`src/rtl/uart_tx_module_pkg.sv`:
```
// Shared UART definitions for the TX path.
//   UART_DATA_BITS      : payload bits per frame (8N1)
//   BIT_CLK_PER_DEFAULT : clocks per bit at 100 MHz / 115200 baud
//   tx_state_e          : transmitter FSM states
package uart_tx_module_pkg;

   localparam int unsigned UART_DATA_BITS      = 8;
   localparam int unsigned BIT_CLK_PER_DEFAULT = 868;

   typedef enum logic [1:0] {
      StIdle  = 2'd0,
      StStart = 2'd1,
      StData  = 2'd2,
      StStop  = 2'd3
   } tx_state_e;

endpackage

```
`src/rtl/uart_tx_fifo.sv`:
```
// Synchronous byte FIFO for the UART transmitter.
//   clk_i, rst_ni    : clock, asynchronous active-low reset (flushes the FIFO)
//   push_i, wdata_i  : write request and data (ignored when full)
//   pop_i, rdata_o   : read request; rdata_o always shows the head entry
//   full_o, empty_o  : status derived from the registered count
//   count_o          : entries held; one bit wider than the pointers
module uart_tx_fifo #(
   parameter int unsigned DEPTH = 4,
   parameter int unsigned WIDTH = 8,
   localparam int unsigned AW   = $clog2(DEPTH),
   localparam int unsigned CW   = AW + 1
) (
   input  logic             clk_i,
   input  logic             rst_ni,
   input  logic             push_i,
   input  logic [WIDTH-1:0] wdata_i,
   input  logic             pop_i,
   output logic [WIDTH-1:0] rdata_o,
   output logic             full_o,
   output logic             empty_o,
   output logic [CW-1:0]    count_o
);

   logic [WIDTH-1:0] mem_q [DEPTH];
   logic [AW-1:0]    wr_ptr_q, rd_ptr_q;
   logic [CW-1:0]    count_q;
   logic             do_push, do_pop;

   assign full_o  = (count_q == CW'(DEPTH));
   assign empty_o = (count_q == '0);
   assign do_push = push_i & ~full_o;
   assign do_pop  = pop_i & ~empty_o;
   assign rdata_o = mem_q[rd_ptr_q];
   assign count_o = count_q;

   // Pointers wrap naturally because DEPTH is a power of two.
   always_ff @(posedge clk_i or negedge rst_ni) begin
      if (!rst_ni) begin
         wr_ptr_q <= '0;
         rd_ptr_q <= '0;
         count_q  <= '0;
      end else begin
         if (do_push) wr_ptr_q <= wr_ptr_q + 1'b1;
         if (do_pop)  rd_ptr_q <= rd_ptr_q + 1'b1;
         unique case ({do_push, do_pop})
            2'b10:   count_q <= count_q + 1'b1;
            2'b01:   count_q <= count_q - 1'b1;
            default: count_q <= count_q;
         endcase
      end
   end

   // Storage needs no reset; the pointers define what is valid.
   always_ff @(posedge clk_i) begin
      if (do_push) mem_q[wr_ptr_q] <= wdata_i;
   end

endmodule

```
`src/rtl/uart_tx_module.sv`:
```
// UART 8N1 transmitter with a small input FIFO.
//   i_clk, i_reset_n       : clock, asynchronous active-low reset
//   i_tx_valid, i_tx_byte  : byte offer; taken when i_tx_valid & o_tx_ready
//   o_tx_ready             : FIFO has room
//   o_tx_serial            : serial line, idle high, LSB first
//   o_tx_active            : high from start-bit edge to the edge ending the stop bit
//   o_tx_done              : one-cycle pulse after each stop bit
//   o_fifo_count           : bytes waiting in the FIFO
module uart_tx_module import uart_tx_module_pkg::*; #(
   parameter int unsigned BIT_CLK_PER = BIT_CLK_PER_DEFAULT,
   parameter int unsigned FIFO_DEPTH  = 4,
   localparam int unsigned CNT_W      = $clog2(FIFO_DEPTH) + 1
) (
   input  logic                      i_clk,
   input  logic                      i_reset_n,
   input  logic                      i_tx_valid,
   input  logic [UART_DATA_BITS-1:0] i_tx_byte,
   output logic                      o_tx_ready,
   output logic                      o_tx_serial,
   output logic                      o_tx_active,
   output logic                      o_tx_done,
   output logic [CNT_W-1:0]          o_fifo_count
);

   localparam int unsigned BAUD_W = $clog2(BIT_CLK_PER);

   tx_state_e                 state_q, state_d;
   logic [BAUD_W-1:0]         baud_q, baud_d;
   logic [2:0]                bit_idx_q, bit_idx_d;
   logic [UART_DATA_BITS-1:0] shift_q, shift_d;
   logic                      serial_q, serial_d;
   logic                      active_q, active_d;
   logic                      done_q, done_d;

   logic                      fifo_full, fifo_empty, fifo_pop;
   logic [UART_DATA_BITS-1:0] fifo_rdata;
   logic                      baud_end;

   uart_tx_fifo #(
      .DEPTH (FIFO_DEPTH),
      .WIDTH (UART_DATA_BITS)
   ) u_fifo (
      .clk_i   (i_clk),
      .rst_ni  (i_reset_n),
      .push_i  (i_tx_valid & o_tx_ready),
      .wdata_i (i_tx_byte),
      .pop_i   (fifo_pop),
      .rdata_o (fifo_rdata),
      .full_o  (fifo_full),
      .empty_o (fifo_empty),
      .count_o (o_fifo_count)
   );

   assign o_tx_ready  = ~fifo_full;
   assign o_tx_serial = serial_q;
   assign o_tx_active = active_q;
   assign o_tx_done   = done_q;
   assign baud_end    = (baud_q == BAUD_W'(BIT_CLK_PER - 1));

   always_ff @(posedge i_clk or negedge i_reset_n) begin
      if (!i_reset_n) begin
         state_q   <= StIdle;
         baud_q    <= '0;
         bit_idx_q <= '0;
         shift_q   <= '0;
         serial_q  <= 1'b1;
         active_q  <= 1'b0;
         done_q    <= 1'b0;
      end else begin
         state_q   <= state_d;
         baud_q    <= baud_d;
         bit_idx_q <= bit_idx_d;
         shift_q   <= shift_d;
         serial_q  <= serial_d;
         active_q  <= active_d;
         done_q    <= done_d;
      end
   end

   always_comb begin
      state_d   = state_q;
      baud_d    = baud_q;
      bit_idx_d = bit_idx_q;
      shift_d   = shift_q;
      serial_d  = serial_q;
      active_d  = active_q;
      done_d    = 1'b0;
      fifo_pop  = 1'b0;

      case (state_q)
         StIdle: begin
            baud_d = '0;
            if (!fifo_empty) begin
               fifo_pop = 1'b1;
               shift_d  = fifo_rdata;
               serial_d = 1'b0;
               active_d = 1'b1;
               state_d  = StStart;
            end
         end
         StStart: begin
            if (baud_end) begin
               baud_d    = '0;
               bit_idx_d = '0;
               serial_d  = shift_q[0];
               state_d   = StData;
            end else begin
               baud_d = baud_q + 1'b1;
            end
         end
         StData: begin
            if (baud_end) begin
               baud_d = '0;
               if (bit_idx_q == 3'(UART_DATA_BITS - 1)) begin
                  serial_d = 1'b1;
                  state_d  = StStop;
               end else begin
                  // Next bit is shift_q[1]; it becomes bit 0 after this shift.
                  bit_idx_d = bit_idx_q + 1'b1;
                  shift_d   = {1'b0, shift_q[UART_DATA_BITS-1:1]};
                  serial_d  = shift_q[1];
               end
            end else begin
               baud_d = baud_q + 1'b1;
            end
         end
         StStop: begin
            if (baud_end) begin
               baud_d = '0;
               done_d = 1'b1;
               if (!fifo_empty) begin
                  // Back-to-back frame: start bit begins on this same edge.
                  fifo_pop = 1'b1;
                  shift_d  = fifo_rdata;
                  serial_d = 1'b0;
                  state_d  = StStart;
               end else begin
                  active_d = 1'b0;
                  state_d  = StIdle;
               end
            end else begin
               baud_d = baud_q + 1'b1;
            end
         end
         default: state_d = StIdle;
      endcase
   end

endmodule

```
`config.mk`:
```
export PLATFORM = sky130hd
export DESIGN_NAME = uart_tx_module
export DESIGN_NICKNAME = d
export VERILOG_FILES = /design/src/rtl/uart_tx_module_pkg.sv /design/src/rtl/uart_tx_fifo.sv /design/src/rtl/uart_tx_module.sv
export SDC_FILE = /design/constraint.sdc
export NUM_CORES = 1
export LEC_CHECK = 0
export CORE_UTILIZATION = 55
export CTS_CLUSTER_DIAMETER = 150
export DETAILED_ROUTE_END_ITERATION = 8
export GPL_ROUTABILITY_DRIVEN = 0
export PLACE_DENSITY = 0.86
export RECOVER_POWER = 25
export SLEW_MARGIN = 20
export SYNTH_ARGS = -nofsm -noshare
export SYNTH_HDL_FRONTEND = slang
export SYNTH_SLANG_ARGS = --single-unit
export TNS_END_PERCENT = 5
```
`constraint.sdc`:
```
create_clock -name i_clk -period 6.85 [get_ports i_clk]
set_clock_uncertainty 0.15 [all_clocks]
set_input_delay 0.685 -clock i_clk [delete_from_list [all_inputs] [get_ports i_clk]]
set_output_delay 0.685 -clock i_clk [all_outputs]
set_load 0.05 [all_outputs]
```
After elaboration in Yosys (flattened, before gate mapping) --
Memories as Yosys holds them, arrays and structs flattened. Index checks and enable logic that the tools add are counted.
Operators by class: multiplexer cells 36, $add $sub $neg 6, reductions and logical operators 12, bitwise gates (word level) 5, equality and inequality tests 15
Operators by type and width (count):
- 8-bit 2-to-1 mux | 4
- 8-bit one-hot mux with 3 select lines | 1
- 10-bit one-hot mux with 2 select lines | 1
- 1-bit 2-to-1 mux | 15
- 2-bit != test (second input constant) | 7
- 3-bit one-hot mux with 2 select lines | 2
- 4-bit AND reduction | 3
- 10-bit by 1-bit adder with 10-bit output (second input constant) | 1
- 10-bit == test (second input constant) | 1
- 10-bit 2-to-1 mux | 1
- 2-bit 2-to-1 mux | 5
- 3-bit 2-to-1 mux | 3
- 2-bit one-hot mux with 4 select lines | 1
- 3-bit by 1-bit adder with 3-bit output (second input constant) | 2
- 2-bit == test (second input constant) | 3
- 3-bit == test (second input constant) | 2
- 2-bit nonzero test | 3
- 5-bit AND reduction | 1
- 2-bit by 1-bit adder with 2-bit output (second input constant) | 2
- 2-bit by 1-bit == test with 1-bit output (second input constant) | 2
- 1-bit one-hot mux with 2 select lines | 2
- 1-bit one-hot mux with 4 select lines | 1
- 1-bit AND | 3
- 3-bit logical NOT | 1
- 6 further kinds | 7
Word-level totals: logic and storage cells 85, memories kept 1, flip-flop bits (word level) 33, memory bits (writable) 32, bits of input ports 11
Memory list:
- u_fifo.mem_q | words 4, width 8, read ports 1, clocked after memory_dff 0, write ports 1, RTL line uart_tx_fifo.sv:24 | logic [WIDTH-1:0] mem_q [DEPTH];

Depth between registers and ports, before layout --
Gate-level depths: netlist of run 1.
word-level depth 7, mapped depth 10

By module --
A second synthesis of run 1 with hierarchy kept.
Second synthesis, totals: cells, all modules 207, area total of the unflattened synthesis 2999.1 um^2
Modules (own cells, without submodules):
- uart_tx_fifo | times used 1, cells an instance 79, sequential area each 1136.1 um^2, area an instance 1592.8 um^2
- uart_tx_module | times used 1, cells an instance 128, sequential area each 651.9 um^2, area an instance 1406.3 um^2

Least setup slack after synthesis of run 1 --
No wires, ideal clock.
path kind reg2reg, start reg u_fifo.count_q[2], in the netlist u_fifo.count_o[2], end reg u_fifo.count_q[2], in the netlist u_fifo.count_o[2], arrival time 2645 ps, slack 3973 ps, stages on the path, launching flop included 10, path buffers 0, cells stage by stage dfrtp_1 -> nand3_1 -> and2_1 -> inv_1 -> ha_1 -> inv_1 -> fa_1 -> xor2_1 -> nor2_1 -> xor2_1
On the way: elaborated cells on any way between the ends 16, those cells by class add/sub: 2; eq/ne: 3; mux: 4; bitwise: 5; reduce/logical: 2
RTL lines:
- from (decl) | RTL line uart_tx_fifo.sv:26 | logic [CW-1:0] count_q;
- from (signal assigned) | RTL line uart_tx_fifo.sv:46 | 2'b10: count_q <= count_q + 1'b1;
- from (signal assigned) | RTL line uart_tx_fifo.sv:47 | 2'b01: count_q <= count_q - 1'b1;
- from (signal assigned) | RTL line uart_tx_fifo.sv:48 | default: count_q <= count_q;
- 3-bit == test (*) | RTL line uart_tx_fifo.sv:29 | assign full_o = (count_q == CW'(DEPTH));
- 1-bit inverter (*) | RTL line uart_tx_module.sv:54 | assign o_tx_ready = ~fifo_full;
- net o_tx_ready | RTL line uart_tx_module.sv:18 | output logic o_tx_ready,
- 1-bit AND | RTL line uart_tx_module.sv:45 | .push_i (i_tx_valid & o_tx_ready),
- 1-bit AND (*) | RTL line uart_tx_fifo.sv:31 | assign do_push = push_i & ~full_o;
- 2-bit by 1-bit == test with 1-bit output / 2-bit == test (equally long branches) | RTL line uart_tx_fifo.sv:45 | unique case ({do_push, do_pop})
- 3-bit one-hot mux with 2 select lines / 2-bit nonzero test (equally long branches)
Mark *: on every way through the listed nets, which the timed path passes. The rest lies on a longest branch. A chain may end at the register's enable or synchronous reset.

Worst setup path in the final report of run 1 --
start reg baud_q[0], end reg u_fifo.count_q[2], in the netlist u_fifo.count_o[2]
On the way: cells in the longest elaborated chain, start to end 6, elaborated cells on any way between the ends 8, those cells by class eq/ne: 3; mux: 3; bitwise: 1; reduce/logical: 1
RTL lines:
- from (decl) | RTL line uart_tx_module.sv:28 | logic [BAUD_W-1:0] baud_q, baud_d;
- from (signal assigned) | RTL line uart_tx_module.sv:71 | baud_q <= baud_d;
- 10-bit == test (*) | RTL line uart_tx_module.sv:58 | assign baud_end = (baud_q == BAUD_W'(BIT_CLK_PER - 1));
- 1-bit 2-to-1 mux (*) | RTL line uart_tx_module.sv:128 | if (baud_end) begin
- 1-bit one-hot mux with 2 select lines (*) | RTL line uart_tx_module.sv:90 | case (state_q)
- 1-bit AND (*) | RTL line uart_tx_fifo.sv:32 | assign do_pop = pop_i & ~empty_o;
- net u_fifo.do_pop | RTL line uart_tx_fifo.sv:27 | logic do_push, do_pop;
- 2-bit by 1-bit == test with 1-bit output / 2-bit == test (equally long branches) | RTL line uart_tx_fifo.sv:45
- 3-bit one-hot mux with 2 select lines / 2-bit nonzero test (equally long branches)
Marked as above.

==> results.md, run 1 <==
* Initial Util at 0.5839
* Top Family by Delay on Critical Path: adder cells
* Vias at 1,768
* Drt pass-1 iters at 4
* Post-Syn Instances at 204
* H-tree level count at 3
* Crit-path max FO at 4
* CP Cell Sequence: ha_1 > nor3b_4 > a41oi_1 > nor3_1 > ha_1 > inv_1 > fa_1 > xor2_1 > nor2_1 > xor2_1
* Ys async rst share at 0.5077
* Post-synthesis simple-gate area fraction at 0.09222
* Worst hold margin at 344.6 ps
* Skew-Pair Late Insertion Delay at 340 ps
* PwrDens at 292.5 mW/mm2
* Max VDD drop at 0.3058 mV
* Compound-Gate Fraction of Synth Area at 0.06134
* Post-Route WL at 5712 um
* Ports at 18
* Final critical-path required period at 2967 ps
* EDFF count, synth at 32
* Setup Crit Path Kind: reg2reg
* Sequential share of the synthesized area at 0.5883
* Die height at 76.34 um
* Ys flop type: edfxtp_1
* Yosys top cell by area: edfxtp_1
* Synth top area cells: edfxtp_1 32%, dfrtp_1 26%, mux2_2 5.9%
* Synth unique cells at 47
* Synth Area in Adders at 0.06011
* Share of cells above drive strength 1 at 0.2069
* Post-synthesis register bit count at 65
* Drt initial violations at 182
* Leak at 0.001366 uW
* Setup bufs post-CTS at 0
* GRT Total Usage at 0.2228
* First-pass GRT wire length at 9570 um
* Final hold vios at 0
* Routed len/inst at 18.91 um
* CP Capture Type: flip-flop
* Largest net degree at the start of global routing at 34
* Antenna diodes at 0
* Port-buffer cells at 17
* Worst-path clk slew at 70 ps
* Fin nets at 252
* Dominant combinational cell family by area after synthesis: multiplexers
* Slowest CP cell: nor3_1
* DRC Markers at 0
* Vias per inst at 5.854
* DIE AREA at 0.005827 mm2
* CTS tree: yes
* Slew @ Worst Pin at 1758 ps
* Worst EP arrival at 3080 ps
* Failing checks: max-capacitance violations, max-slew violations
* Die span in x at 76.34 um
* Total gr overflow at 0
* Clk sink count at 65
* FP Rows at 26
* Fill count at 355
* Initial antenna violation count at 0
* Slew HR at -0.1723
* Root Driver: clkbuf_8
* Core area at 0.005205 mm2
* Number of global-route vias before repair at 1,888
* Yosys warnings at 0
* Mapped cell area at 0.003039 mm2
* Hold_buf cts at 0
* Maxcap violations at 1
* Post-synth top area share at 0.3162
* HP Class: reg2reg
* Total CTS buffers at 9
* Post-CTS sizing at 0
* Area Overhead vs Synth at 13.59%
* Avg Inst Size Synth at 14.90 um2
* Sum Neg Setup Slack at 0 ps
* WP buf/inv at 1
* Setup violations, final at 0
* Period utilization at 0.4331
* Multiplexer share of the synthesized area at 0.1293
* Max clock buf depth at 2
* Final ANT Viol Nets at 0
* Run status: finished with violations
* Syn nets at 229
* Detailed-placement wirelength estimate at 3764 um
* Max-slew violation count at 34
* CP required at 6970 ps
* Startpoint Class: flip-flop
* RSZ-0062 raised after global routing: false
* Synth Area in XOR/XNOR at 0.04035
* CP max stage delay at 420 ps
* FMAX at 337.1 MHz
[cells in the final DEF (no fill, tap or decap), types with 2 or more instances in the layout]
| cell | count |
|---|---|
| nand2_1 | 2 |
| and3_1 | 6 |
| a22o_1 | 6 |
| dfrtp_1 | 32 |
| o31ai_1 | 2 |
| nor2_1 | 13 |
| mux4_2 | 8 |
| nor3_1 | 2 |
| clkbuf_8 | 9 |
| ha_1 | 13 |
| inv_1 | 11 |
| dlygate4sd3_1 | 9 |
| clkbuf_1 | 2 |
| xor2_1 | 10 |
| xnor2_1 | 4 |
| a21oi_1 | 5 |
| mux2_2 | 16 |
| edfxtp_1 | 32 |
| clkinv_4 | 3 |
| or3_1 | 2 |
| nand3_1 | 5 |
| mux2_1 | 2 |
| clkdlybuf4s50_1 | 8 |
[state kept, by name, summed over array words and instances, names as in the netlist]
register,count
bit_idx_q,3
u_fifo.wr_ptr_q,2
baud_q,10
o_tx_active,1
shift_q,8
state_q,2
u_fifo.rd_ptr_q,2
u_fifo.count_o,3
o_tx_serial,1
u_fifo.mem_q,32
o_tx_done,1
[path summary, 6_finish.rpt]
kind	startpoint	endpoint	slack [ps]	depth (start not counted)
min in group asynchronous	i_reset_n	o_tx_done	1180	2
worst min-delay path	baud_q[0]	baud_q[0]	340	1
worst max-delay path	baud_q[0]	u_fifo.count_o[2]	3880	10
max in group asynchronous	i_reset_n	shift_q[3]	4340	2
worst max register to register	baud_q[0]	u_fifo.count_o[2]	3880	10
worst min register to register	baud_q[0]	baud_q[0]	340	1
[synth_stat cells (2+ instances only)]
cell type	number
clkbuf_1	3
ha_1	13
and3_1	6
edfxtp_1	32
mux2_1	2
nand3_1	5
o31ai_1	2
nor3_1	2
mux4_2	8
dfrtp_1	32
xnor2_1	4
a22o_1	6
mux2_2	16
buf_6	3
or3_1	2
nand2_1	2
nor2_1	13
xor2_1	10
a21oi_1	5
inv_1	11
[kinds of logic (layout without fill, tap and decap cells)]
logic type	count (synthesis)	count (layout)
AO/OA/AOI/OAI	23	23
flip-flops	65	65
XOR/XNOR	14	14
AND/OR/NAND/NOR	44	44
multiplexers	27	27
buffers and inverters	17	45
adder cells (fa/ha/maj)	14	14
[layout make-up]
class,instances,area [um2],share of cell area
clock inverter,6,68.82,0.01993
tap,70,87.58,0.02537
multi-input combinational,122,1165,0.3374
timing repair buffer,18,173.9,0.05038
sequential,65,1788,0.5179
inverter,11,41.29,0.01196
clock buffer,10,127.6,0.03697
[per-stage QoR]
step	power, uW	instances	cell area [um2]	util	setup WS [ps]
6_report	1010	302	3452	0.6632	3883
5_1_grt	1049	302	3452	0.6632	3697
4_1_cts	1020	302	3456	0.6639	3850
3_5_place_dp	692.7	286	3259	0.6262	4081
3_3_place_gp	682.1	286	3259	0.6262	4267
2_1_floorplan	622.4	204	3039	-	3973
[report_power, final]
| part | switching [uW] | internal (uW) | total [uW] |
|---|---|---|---|
| registers | 29.3 | 469 | 498 |
| clock network | 151 | 169 | 320 |
| logic | 121 | 70.4 | 191 |
[routing by layer]
layer  up-vias  GRT usage  wire [um]
met5         -          0          0
met4         0     0.1038        111
met3        12    0.06587        295
met2        47     0.3505       2916
met1       894     0.2856       2389
li1        815          -          -
Note: power is estimated with default switching activity, not from simulation.
==> run 2, diff against run 1 <==
--- a/config.mk
+++ b/config.mk
@@ -5,7 +5,7 @@
 export SDC_FILE = /design/constraint.sdc
 export NUM_CORES = 1
 export LEC_CHECK = 0
-export CORE_UTILIZATION = 55
+export CORE_UTILIZATION = 53
 export CTS_CLUSTER_DIAMETER = 150
 export DETAILED_ROUTE_END_ITERATION = 8
 export GPL_ROUTABILITY_DRIVEN = 0
==> constraint.sdc (replaced) <==
create_clock -name i_clk -period 2.44 [get_ports i_clk]
set_clock_uncertainty 0.15 [all_clocks]
set_input_delay 0.244 -clock i_clk [delete_from_list [all_inputs] [get_ports i_clk]]
set_output_delay 0.244 -clock i_clk [all_outputs]
set_load 0.05 [all_outputs]
==> results.md, run 2 (same netlist as run 1, synthesis figures left out) <==
* Setup violations, final at 0 (unchanged)
* Initial Util at 0.5519 (-0.03197)
* FP Rows at 27 (+3.8%)
* Number of global-route vias before repair at 1,967 (+4.2%)
* Final ANT Viol Nets at 0 (unchanged)
* Share of cells above drive strength 1 at 0.3040 (+0.09710)
* Crit-path max FO at 2 (-2)
* Clk sink count at 65 (unchanged)
* Combinational share of power at 0.188 (about the same)
* Worst slack, placed at -17.74 ps (-4098 ps)
* Area Overhead vs Synth at 20.17%
* H-tree level count at 3 (unchanged)
* Final WS setup at 53.17 ps (-3830 ps)
* Max clock buf depth at 2 (unchanged)
* Port-buffer cells at 17 (unchanged)
* FMAX at 419.0 MHz (+24%)
* Worst setup path startpoint: baud_q[1]
* Die span in x at 77.73 um (+1.8%)
* Top flop regs: u_fifo.mem_q (32), baud_q (10), shift_q (8)
* Root Driver: clkbuf_8
* Final hold vios at 0 (unchanged)
* Leak at 0.001466 uW (+7.3%)
* Worst EP arrival at 2480 ps (-600 ps)
* Most frequent cells in the layout: 32 x edfxtp_1, 29 x dfrtp_1, 18 x buf_4
* Fill count at 388 (+9.3%)
* HP Class: reg2reg
* Startpoint Class: flip-flop
* Period utilization at 0.9782 (+0.5451)
* DRC Markers at 0 (unchanged)
* Top reg by flops: u_fifo.mem_q
* Largest net degree at the start of global routing at 34 (unchanged)
* Antenna diodes at 0 (unchanged)
* Worst-path clk slew at 70 ps (about the same)
* CP Capture Type: flip-flop
* Vias per inst at 5.593 (-4.5%)
* Register area at 0.001792 mm2 (+0.21%)
* Clk network pwr share at 0.338 (+0.021)
* Hold path start: shift_q[7]
* Maxcap violations at 0 (-1)
* Vias at 1,801 (+1.9%)
* Fin nets at 270 (+7.1%)
* Post-Route WL at 5316 um (-6.9%)
* Drt pass-1 iters at 5 (+1)
* R2R Setup Slk at 50 ps (-3830 ps)
* Slew HR at 0.4562 (+0.6285)
* Ports at 18 (unchanged)
* Slew @ Worst Pin at 815.7 ps (-942.7 ps)
* Capturing point of the worst reg2reg path: u_fifo.count_o[2]
* Die height at 77.73 um (+1.8%)
* Setup Crit Path Kind: reg2reg
* Max-slew violation count at 0 (-100%)
* Skew-Pair Late Insertion Delay at 330 ps (about the same)
* Detailed-placement wirelength estimate at 3665 um (-2.6%)
* PwrDens at 810.6 mW/mm2 (+180%)
* Total gr overflow at 0 (unchanged)
* Total CTS buffers at 9 (unchanged)
* Commonest non-fill, non-tap cell in the layout: edfxtp_1
* Int Power at 2141 uW (+200%)
* Max VDD drop at 0.5874 mV (+92%)
* Worst hold margin at 338.7 ps (-5.867 ps)
* Setup crit end: u_fifo.count_o[2]
* Reg2Reg Depth at 10 (unchanged)
* Area of the multi-input gates at 0.001197 mm2 (+2.8%)
* Max reg flops at 32 (unchanged)
* First-pass GRT wire length at 9273 um (-3.1%)
* Final critical-path required period at 2387 ps (-580.1 ps)
* GRT Total Usage at 0.2071 (-0.01570)
* RSZ-0062 raised after global routing: true
* Core area at 0.005507 mm2 (+5.8%)
* Run status: complete, no violations
* NetSw at 819.2 uW (+170%)
* Routed len/inst at 16.51 um (-13%)
* Initial antenna violation count at 0 (unchanged)
* DIE AREA at 0.006041 mm2 (+3.7%)
* CP required at 2530 ps (-4440 ps)
* Crit Reg-Reg Startpoint: baud_q[1]
* Drt initial violations at 136 (-25%)
* Reg power frac at 0.473 (-0.020)
* Sw Share at 0.2767 (-0.02166)
* CTS tree: yes
-- run 2: changes by cell type in the layout (fill, tap and decap cells not counted), sizes merged --
cell	change
clkinv	-3
clkbuf	+2
buf	+18
bufinv	+1
-- run 2: layer usage --
metal | GRT usage | wire length, um
met2 | 0.3230 | 2687
met3 | 0.04588 | 127
met4 | 0.1132 | 72
met1 | 0.2702 | 2428
met5 | 0 | 0
-- run 2: what timing repair did --
item                                   4_1_cts  5_1_grt
setup endpoints to repair                    1        1
endpoints found under the hold margin        0        0
resized for setup                            4        1
cloned                                       0        0
buffers inserted                             4        0
hold buffers                                 0        0
pin swaps                                    5        2
-- run 2: worst min path at each step --
| stage | to | slack (ps) | cells after the start |
|---|---|---|---|
| 2_1_floorplan | baud_q[0] | -200 | 0 |
| 3_3_place_gp | shift_q[7] | 320 | 1 |
| 3_5_place_dp | shift_q[7] | 330 | 1 |
| 4_1_cts | o_tx_done | 180 | 2 |
| 5_1_grt | shift_q[7] | 360 | 1 |
| 6_report | shift_q[7] | 340 | 1 |
-- run 2: cell type report --
class                      instances  share of cell area
clock buffer                      12             0.03974
clock inverter                     4             0.02090
inverter                          11             0.01131
multi-input combinational        122              0.3279
sequential                        65              0.4906
tap                               72             0.02467
timing repair buffer              36             0.08496
-- run 2: worst max-delay path, cell delays in order (launching register included) --
cell and delay [ps]:
dfrtp_1 360, ha_2 190, nor3b_4 200, a41oi_2 140, nor3_2 210, ha_2 230, inv_2 40, fa_2 330
xor2_1 150, nor2_1 130, xor2_1 180
-- run 2: stage by stage --
step	power [uW]	utilization	cells	setup TNS, ps	instance area (um2)
finish	2960	0.6633	322	0	3652
global route	3090	0.6633	322	-72.50	3652
CTS	2988	0.6637	322	0	3655
detailed placement	1984	0.6153	302	-17.74	3388
global placement	1956	0.6153	302	0	3388
floorplan	1772	-	204	0	3060
-- run 2: power by group through the flow --
stage          clock [uW]  combinational (uW)  sequential (uW)
2_1_floorplan           0                 284             1490
3_3_place_gp            0                 540             1420
3_5_place_dp            0                 558             1430
4_1_cts              1020                 566             1400
5_1_grt              1070                 606             1420
6_report             1000                 557             1400
==> run 3, diff against run 2 <==
--- a/config.mk
+++ b/config.mk
@@ -9,6 +9,7 @@
 export CTS_CLUSTER_DIAMETER = 150
 export DETAILED_ROUTE_END_ITERATION = 8
 export GPL_ROUTABILITY_DRIVEN = 0
+export HOLD_SLACK_MARGIN = 0.02
 export PLACE_DENSITY = 0.86
 export RECOVER_POWER = 25
 export SLEW_MARGIN = 20
==> results of run 3 <==
Same layout as run 2: the final DEF is identical, and so are final timing and power.
